[src/rtl/debug_cmd_driver.sv]
// debug_cmd_driver
//   Host-side initiator for the debug harness. It accepts one high-level request
//   at a time (run, single-step, step-clock, load code bytes, clear ROM, reset DUT).
//   It drives the matching harness signalling and waits for command_complete
//   with a timeout. Each request gets exactly one status response.
//
// State table
//   state     | meaning
//   DUT_RST   | dut_reset_n held low for RESET_HOLD_CYCLES; then IDLE (power-on) or RESP
//   IDLE      | ready for a request, harness quiet
//   ISSUE     | debug_cmd carries the opcode for this single cycle
//   WAIT      | counting cycles until command_complete or timeout
//   LOAD      | CPU held in reset while bytes are written into the code ROM
//   CLR       | reset_code_rom_n low for this single cycle
//   RESP      | response held until rsp_ready
//
// Ports
//   clk, reset          clock, synchronous active-high reset
//   req_*               request handshake: op, LOAD base address, LOAD length
//   byte_*              LOAD byte stream handshake
//   rsp_*               response handshake: status (0 OK, 1 TIMEOUT, 2 BAD_OP), cycles
//   debug_cmd           harness command, non-zero only in ISSUE
//   command_complete    harness completion pulse
//   program_rom_mode, code_rom_addr_in, code_rom_data_in   ROM write port
//   reset_code_rom_n    ROM clear, active-low
//   dut_reset_n         harness/DUT reset, active-low
//
// All harness-side outputs are registered from the next-state decode. As a
// result, each output is aligned with the state it belongs to and is glitch-free.
// The WAIT counter is 16 bits wide, so TIMEOUT_CYCLES is meaningful up to 65536.

module debug_cmd_driver #(
    parameter int TIMEOUT_CYCLES    = 65535,
    parameter int RESET_HOLD_CYCLES = 4,
    parameter int ADDR_W            = 12
) (
    input  logic              clk,
    input  logic              reset,
    input  logic              req_valid,
    output logic              req_ready,
    input  logic [2:0]        req_op,
    input  logic [ADDR_W-1:0] req_base,
    input  logic [ADDR_W:0]   req_len,
    input  logic              byte_valid,
    output logic              byte_ready,
    input  logic [7:0]        byte_data,
    output logic              rsp_valid,
    input  logic              rsp_ready,
    output logic [1:0]        rsp_status,
    output logic [15:0]       rsp_cycles,
    output logic [3:0]        debug_cmd,
    input  logic              command_complete,
    output logic              program_rom_mode,
    output logic [ADDR_W-1:0] code_rom_addr_in,
    output logic [7:0]        code_rom_data_in,
    output logic              reset_code_rom_n,
    output logic              dut_reset_n
);

    localparam int HOLD_W = (RESET_HOLD_CYCLES > 1) ? $clog2(RESET_HOLD_CYCLES + 1) : 1;
    localparam logic [HOLD_W-1:0] HOLD_INIT   = HOLD_W'(RESET_HOLD_CYCLES - 1);
    localparam logic [HOLD_W-1:0] HOLD_ONE    = HOLD_W'(1);
    localparam logic [16:0]       TIMEOUT_LIM = 17'(TIMEOUT_CYCLES);
    localparam logic [ADDR_W:0]   IDX_ONE     = (ADDR_W + 1)'(1);

    localparam logic [2:0] OP_RUN   = 3'd1;
    localparam logic [2:0] OP_STEPI = 3'd2;
    localparam logic [2:0] OP_STEPC = 3'd3;
    localparam logic [2:0] OP_LOAD  = 3'd4;
    localparam logic [2:0] OP_CLR   = 3'd5;
    localparam logic [2:0] OP_RST   = 3'd6;

    localparam logic [1:0] ST_OK      = 2'd0;
    localparam logic [1:0] ST_TIMEOUT = 2'd1;
    localparam logic [1:0] ST_BAD_OP  = 2'd2;

    typedef enum logic [2:0] {
        S_DUT_RST = 3'd0,
        S_IDLE    = 3'd1,
        S_ISSUE   = 3'd2,
        S_WAIT    = 3'd3,
        S_LOAD    = 3'd4,
        S_CLR     = 3'd5,
        S_RESP    = 3'd6
    } state_t;

    state_t              state, state_next;
    logic [HOLD_W-1:0]   hold_q, hold_next;
    logic                after_rst_q, after_rst_next;
    logic [15:0]         cnt_q, cnt_next;
    logic [ADDR_W:0]     idx_q, idx_next;
    logic [ADDR_W-1:0]   base_q, base_next;
    logic [ADDR_W:0]     len_q, len_next;
    logic [1:0]          status_q, status_next;
    logic [15:0]         cycles_q, cycles_next;
    logic [3:0]          cmd_next;
    logic                prog_next;
    logic [ADDR_W-1:0]   addr_next;
    logic [7:0]          data_next;
    logic                rom_n_next;
    logic                dut_rst_n_next;

    assign req_ready  = (state == S_IDLE);
    assign byte_ready = (state == S_LOAD) && (idx_q != len_q);
    assign rsp_valid  = (state == S_RESP);
    assign rsp_status = status_q;
    assign rsp_cycles = cycles_q;

    always_comb begin
        state_next     = state;
        hold_next      = hold_q;
        after_rst_next = after_rst_q;
        cnt_next       = cnt_q;
        idx_next       = idx_q;
        base_next      = base_q;
        len_next       = len_q;
        status_next    = status_q;
        cycles_next    = cycles_q;
        cmd_next       = 4'd0;
        prog_next      = 1'b0;
        addr_next      = code_rom_addr_in;
        data_next      = code_rom_data_in;

        case (state)
            S_DUT_RST: begin
                if (hold_q == '0) begin
                    // Power-on recovery returns silently; request/timeout recovery answers.
                    state_next     = after_rst_q ? S_RESP : S_IDLE;
                    after_rst_next = 1'b0;
                end else begin
                    hold_next = hold_q - HOLD_ONE;
                end
            end
            S_IDLE: begin
                if (req_valid) begin
                    base_next   = req_base;
                    len_next    = req_len;
                    idx_next    = '0;
                    status_next = ST_OK;
                    cycles_next = 16'd0;
                    case (req_op)
                        OP_RUN, OP_STEPI, OP_STEPC: begin
                            state_next = S_ISSUE;
                            cmd_next   = {1'b0, req_op};
                        end
                        OP_LOAD: begin
                            state_next = (req_len == '0) ? S_RESP : S_LOAD;
                        end
                        OP_CLR: begin
                            state_next = S_CLR;
                        end
                        OP_RST: begin
                            state_next     = S_DUT_RST;
                            hold_next      = HOLD_INIT;
                            after_rst_next = 1'b1;
                        end
                        default: begin
                            state_next  = S_RESP;
                            status_next = ST_BAD_OP;
                        end
                    endcase
                end
            end
            S_ISSUE: begin
                cnt_next   = 16'd0;
                state_next = S_WAIT;
            end
            S_WAIT: begin
                // cnt_q + 1 is the number of cycles elapsed since the ISSUE cycle.
                // Completion is tested first so it wins over a coincident timeout.
                if (command_complete) begin
                    state_next  = S_RESP;
                    status_next = ST_OK;
                    cycles_next = (cnt_q == 16'hFFFF) ? 16'hFFFF : cnt_q + 16'd1;
                end else if (({1'b0, cnt_q} + 17'd1) >= TIMEOUT_LIM) begin
                    state_next     = S_DUT_RST;
                    hold_next      = HOLD_INIT;
                    after_rst_next = 1'b1;
                    status_next    = ST_TIMEOUT;
                    cycles_next    = 16'd0;
                end else if (cnt_q != 16'hFFFF) begin
                    cnt_next = cnt_q + 16'd1;
                end
            end
            S_LOAD: begin
                if (byte_valid && byte_ready) begin
                    prog_next = 1'b1;
                    addr_next = base_q + idx_q[ADDR_W-1:0];
                    data_next = byte_data;
                    idx_next  = idx_q + IDX_ONE;
                end else if ((idx_q == len_q) && !program_rom_mode) begin
                    // The last strobe is already over. Leaving now lets dut_reset_n rise
                    // one cycle after program_rom_mode has fallen.
                    state_next  = S_RESP;
                    status_next = ST_OK;
                    cycles_next = 16'(len_q);
                end
            end
            S_CLR: begin
                state_next = S_RESP;
            end
            S_RESP: begin
                if (rsp_ready) begin
                    state_next = S_IDLE;
                end
            end
            default: begin
                state_next     = S_DUT_RST;
                hold_next      = HOLD_INIT;
                after_rst_next = 1'b0;
            end
        endcase

        rom_n_next     = (state_next != S_CLR);
        dut_rst_n_next = !((state_next == S_DUT_RST) || (state_next == S_LOAD));
    end

    always_ff @(posedge clk) begin
        if (reset) begin
            state            <= S_DUT_RST;
            hold_q           <= HOLD_INIT;
            after_rst_q      <= 1'b0;
            cnt_q            <= 16'd0;
            idx_q            <= '0;
            base_q           <= '0;
            len_q            <= '0;
            status_q         <= ST_OK;
            cycles_q         <= 16'd0;
            debug_cmd        <= 4'd0;
            program_rom_mode <= 1'b0;
            code_rom_addr_in <= '0;
            code_rom_data_in <= 8'd0;
            reset_code_rom_n <= 1'b1;
            dut_reset_n      <= 1'b0;
        end else begin
            state            <= state_next;
            hold_q           <= hold_next;
            after_rst_q      <= after_rst_next;
            cnt_q            <= cnt_next;
            idx_q            <= idx_next;
            base_q           <= base_next;
            len_q            <= len_next;
            status_q         <= status_next;
            cycles_q         <= cycles_next;
            debug_cmd        <= cmd_next;
            program_rom_mode <= prog_next;
            code_rom_addr_in <= addr_next;
            code_rom_data_in <= data_next;
            reset_code_rom_n <= rom_n_next;
            dut_reset_n      <= dut_rst_n_next;
        end
    end

endmodule

[config.mk]
export PLATFORM = sky130hd
export DESIGN_NAME = debug_cmd_driver
export DESIGN_NICKNAME = d
export VERILOG_FILES = /design/src/rtl/debug_cmd_driver.sv
export SDC_FILE = /design/constraint.sdc
export NUM_CORES = 1
export LEC_CHECK = 0
export CAP_MARGIN = 20
export CORE_MARGIN = 5
export CORE_UTILIZATION = 59
export CTS_BUF_LIST = sky130_fd_sc_hd__clkbuf_4 sky130_fd_sc_hd__clkbuf_8
export CTS_CLUSTER_SIZE = 24
export DETAILED_ROUTE_END_ITERATION = 16
export GPL_ROUTABILITY_DRIVEN = 0
export PLACE_DENSITY = 0.88
export SYNTH_ARGS = -nofsm -noshare
export SYNTH_HDL_FRONTEND = slang
export SYNTH_SLANG_ARGS = --single-unit
[constraint.sdc]
create_clock -name clk -period 7.7 [get_ports clk]
set_input_delay 0.77 -clock clk [delete_from_list [all_inputs] [get_ports clk]]
set_output_delay 0.77 -clock clk [all_outputs]
set_load 0.05 [all_outputs]
# Word-level counts from Yosys, hierarchy flattened
# Cells that the tools add are included.
# word_totals
reg_bits	106
input_bits	42
# op_classes
n_addsub	5
order_cmp	1
n_eq_ne	30
mux	45
bitwise_logic	5
reduce_logical	26
# op_table
cell	n
two-way mux 16 bit	9
case mux 16 bit (3 select lines)	1
two-way mux 3 bit	13
case mux 16 bit (2 select lines)	1
two-way mux 13 bit	2
case mux 13 bit (2 select lines)	1
case mux 3 bit (4 select lines)	2
equality test 3 bit, second input constant	7
case mux 3 bit (7 select lines)	1
adder 16 x 1 -> 17 bit, second input constant	1
>= comparator 17 x 16 -> 1 bit, second input constant	1
adder 16 x 1 -> 16 bit, second input constant	1
equality test 16 bit, second input constant	1
!= test 16 bit, second input constant	1
!= test 2 bit, second input constant	8
two-way mux 2 bit	7
adder 13 x 1 -> 13 bit, second input constant	1
equality test 13 bit	1
logical NOT 13 bit	1
!= test 13 bit	1
adder 12 bit	1
equality test 3 x 2 -> 1 bit, second input constant	4
AND reduction 6 bit	2
logical NOT 3 bit	3
21 further kinds	41

# Longest topological paths before layout
# depth
word_depth	8
depth_mapped	13
ltp_nobuf	11

# Worst setup path before layout
# No wires, ideal clock.
# synth_timing
path_kind	register to register
start	reg cnt_q[1]
end	reg cnt_q[12]
setup_time_ns	0.088
arrival_ns	2.619
t_required_ns	7.612
path_slack_ns	4.993
path_stages_with_launch	13
period_less_slack_ns	2.707
path_cell_list	dfxtp_1 > ha_1 > buf_2 > nand2_1 > nor4_2 > a211oi_1 > a21o_1 > a41oi_4 > and2_4 > buf_6 > buf_4 > a21oi_1 > a311oi_2
# synth_between
elab_chain_len	5
word_cells_on_any_way	11
cone_classes	2 x add/sub; 1 x order compare; 3 x eq/ne; 4 x mux; 1 x reduce/logical
# synth_lines
item	line	text
start: declaration	90	logic [15:0] cnt_q, cnt_next;
start signal: assignment	239	cnt_q <= cnt_next;
branches (longest 5 deep; another with adder 16 x 1 -> 17 bit)	-	
# Parallel ways; which one is timed is not known. The select of a mux whose other input is x is not followed.
# A chain may end at the register's enable or synchronous reset.

# Worst setup path after layout
# layout_timing
start	reg cnt_q[0]
end	reg cnt_q[5]
# Same word-level chain as after synthesis.

==> run metrics <==
status=finished, final reports clean; Final Max Slew Viols=0; filler cell count in the final layout=about 700; share of power burned in registers=0.466; port buffer count=88; Mapped Area=~5600 um2; DR vias/cell=roughly 5.9; # hold bufs at CTS=0; WL final=about 14 mm; EDFF count, synth=0; Num CTS Buffers=9; Compound-Gate Fraction of Synth Area=0.2025; Post-CTS Setup Inserts=0; worst vdd ir=between 0.1 and 0.15 mV; first-pass GRT wire length=about 24 mm; CP Launch Type=flip-flop; DRT antenna net count=0; multi-input logic area=about 3200 um2; DIE WIDTH=roughly 110 um; PostCTS Resize Cnt=0; WHS Path Cells=2; main combinational cell family by area after synthesis=simple AND/OR/NAND/NOR gates; Residual DRC=0; Die Ht=around 110 um; # clock sinks=105; combinational power share=0.275; Synth top area share=0.3763; Core Rows=35; clk_lat worst skew=~0.37 ns; min-delay src=base_q[7]; Syn-to-layout area delta=18.91%; post-synth top area cell=dfxtp_1; Avg Inst Size Synth=~8.2 um2; minimum clock period=between 3 and 4 ns; ranking of synthesized cells by area=dfxtp_1 (38%), a21oi_1 (8.0%), nor2_1 (5.5%); largest net degree at the start of global routing=93; crit path max fanout=32; DR pass1 iterations=5; flop-to-flop setup slack=around 4.5 ns; clk slew on worst S/H paths=about 0.1 ns; antenna violations before repair=0; core box area=9240 um2; # IOs=90; power share of the clock group=0.259; Worst Tran Pin Value=approximately 1.1 ns; drt wl/cell=between 15 and 20 um; CTS max path bufs=2; Rel. slew slack=0.2844; adder-cell share of the synthesized area=0.03943; internal power=around 900 uW; skew final=0.008794 ns; Total GRT Usage=0.2497; prevailing post-synth register cell=dfxtp_1; Diodes inserted=0; post-synthesis xor/xnor area fraction=0.07056; share of layout cells above drive strength 1=0.05128; DIE AREA=about 12000 um2; max cap viols=0; Final Hold Viols=0; register area share after synthesis=0.3763; WHS Endpoint=base_q[7]; area share of and/or/nand/nor cells after synthesis=0.2265; sequential standard cell area=~2100 um2; Data arrival, critical path=roughly 3.5 ns; reg2reg end=cnt_q[5]; GRT Residual Overflow=0; total power=roughly 1.3 mW; WHS=0.4661 ns; routed vias=just over 5000; commonest cells after routing, fill and taps aside=dfxtp_1 (105), a21oi_1 (89), clkdlybuf4s50_1 (87); #FFs+latches synth=roughly 110; Netlist cell types=68; Worst Hold Class=reg2reg; Final setup viols=0; vias in the first global route=5156; worst r2r src=cnt_q[0]; CTS tree=built; kind of critical path=reg2reg; multiplexer area fraction after synthesis=0.03674; reg2reg path depth=9; Cells after Synth=between 600 and 700; Pwr per Cell Area=between 200 and 250 nW/um2; H-Tree Depth=3; Starting Density=0.6045; Final period util=0.4214; CP Data Required Time=about 8 ns; Max Clock Freq=308.2 MHz; Fin Setup TNS=0 ns; sw frac=0.3458; final HPWL from detailed placement=around 10 mm; Syn. warnings=0; Pleak=~2.3 nW; root buf cell=clkbuf_8; most common cell after layout, fill and taps aside=dfxtp_1; DR iter-0 viols=slightly above 400; Sw Pwr=between 400 and 500 uW; async set-reset flop share out of synthesis=0; Worst setup EP type=flip-flop; RSZ-0062 raised after global routing=no; nets=795
## power groups by stage
stage,combinational [mW],sequential (mW),clock (mW)
after floorplan,0.198,0.688,0
after global placement,0.355,0.632,0
after detailed placement,0.366,0.634,0
after CTS,0.367,0.622,0.351
after global routing,0.399,0.628,0.375
final,0.368,0.622,0.346
## final cells by class
class,instances,area share
multi-input cells,514,0.4853
flip-flops and latches,105,0.3165
repair buffers,91,0.1353
well taps,129,0.02430
clock buffers,10,0.01978
clock inverters,6,0.01036
inverters,15,0.008478
## cells by family after synthesis
family,count (synthesis)
DFF,105
adders and majority gates,17
AOI/OAI and AO/OA,173
xor gates and xnor gates,45
and+or+nand+nor,257
muxes,20
other,1
buffers and inverters,60
## sequential cells by signal, indices dropped and copies added, names as in the netlist, 2 cells and up
register / flops
code_rom_addr_in: 12
base_q: 12
idx_q: 13
code_rom_data_in: 8
cnt_q: 16
len_q: 13
rsp_cycles: 16
rsp_status: 2
state: 3
debug_cmd: 3
hold_q: 3
## critical path, cell delays in order, from the launching register on
cell      delay [ns]
dfxtp_1         0.51
ha_1            0.42
nand2_1         0.28
nor4_2          0.48
a211oi_1        0.11
a21o_1          0.21
a41oi_4         0.29
and2_4          0.42
o21ai_0         0.14
a311oi_1        0.29
## metal layers
layer	track usage	vias up	share of wire
li1	-	2499	-
met1	0.2996	2385	0.41
met2	0.4307	224	0.49
met3	0.05699	35	0.077
met4	0.09954	0	0.024
met5	0	-	0
## metrics by stage
stage	util	instance area (um2)	cells	worst slack, ns
2_1_floorplan	-	5589	679	4.993
3_3_place_gp	0.6963	6434	853	4.446
3_5_place_dp	0.6963	6434	853	4.308
4_1_cts	0.7179	6634	869	4.503
5_1_grt	0.7188	6641	870	4.145
6_report	0.7188	6641	870	4.455
## cell usage after synthesis (all sizes together), types with 4 or more instances
| cell type | n |
|---|---|
| dfxtp | 105 |
| inv | 15 |
| nand3 | 19 |
| nand2b | 11 |
| nand4 | 4 |
| a21oi | 90 |
| buf | 13 |
| o311ai | 4 |
| clkbuf | 32 |
| and3 | 5 |
| a211oi | 23 |
| nor3 | 13 |
| xor2 | 22 |
| ha | 16 |
| nand2 | 81 |
| a311oi | 6 |
| nand3b | 5 |
| xnor2 | 23 |
| a21o | 8 |
| and2 | 6 |
| a31oi | 6 |
| o21ai | 13 |
| mux2i | 16 |
| nor2b | 6 |
| nor4 | 12 |
| nor2 | 82 |
| mux2 | 4 |
## how the worst max path moves through the flow
stage	start	to	cells past startpoint
after floorplan	cnt_q[1]	cnt_q[12]	12
after global placement	req_valid	idx_q[11]	6
after detailed placement	req_valid	idx_q[11]	6
after CTS	idx_q[3]	byte_ready	5
after global routing	state[2]	idx_q[11]	6
final	cnt_q[0]	cnt_q[5]	9
Note: power is estimated with default switching activity, not from simulation.
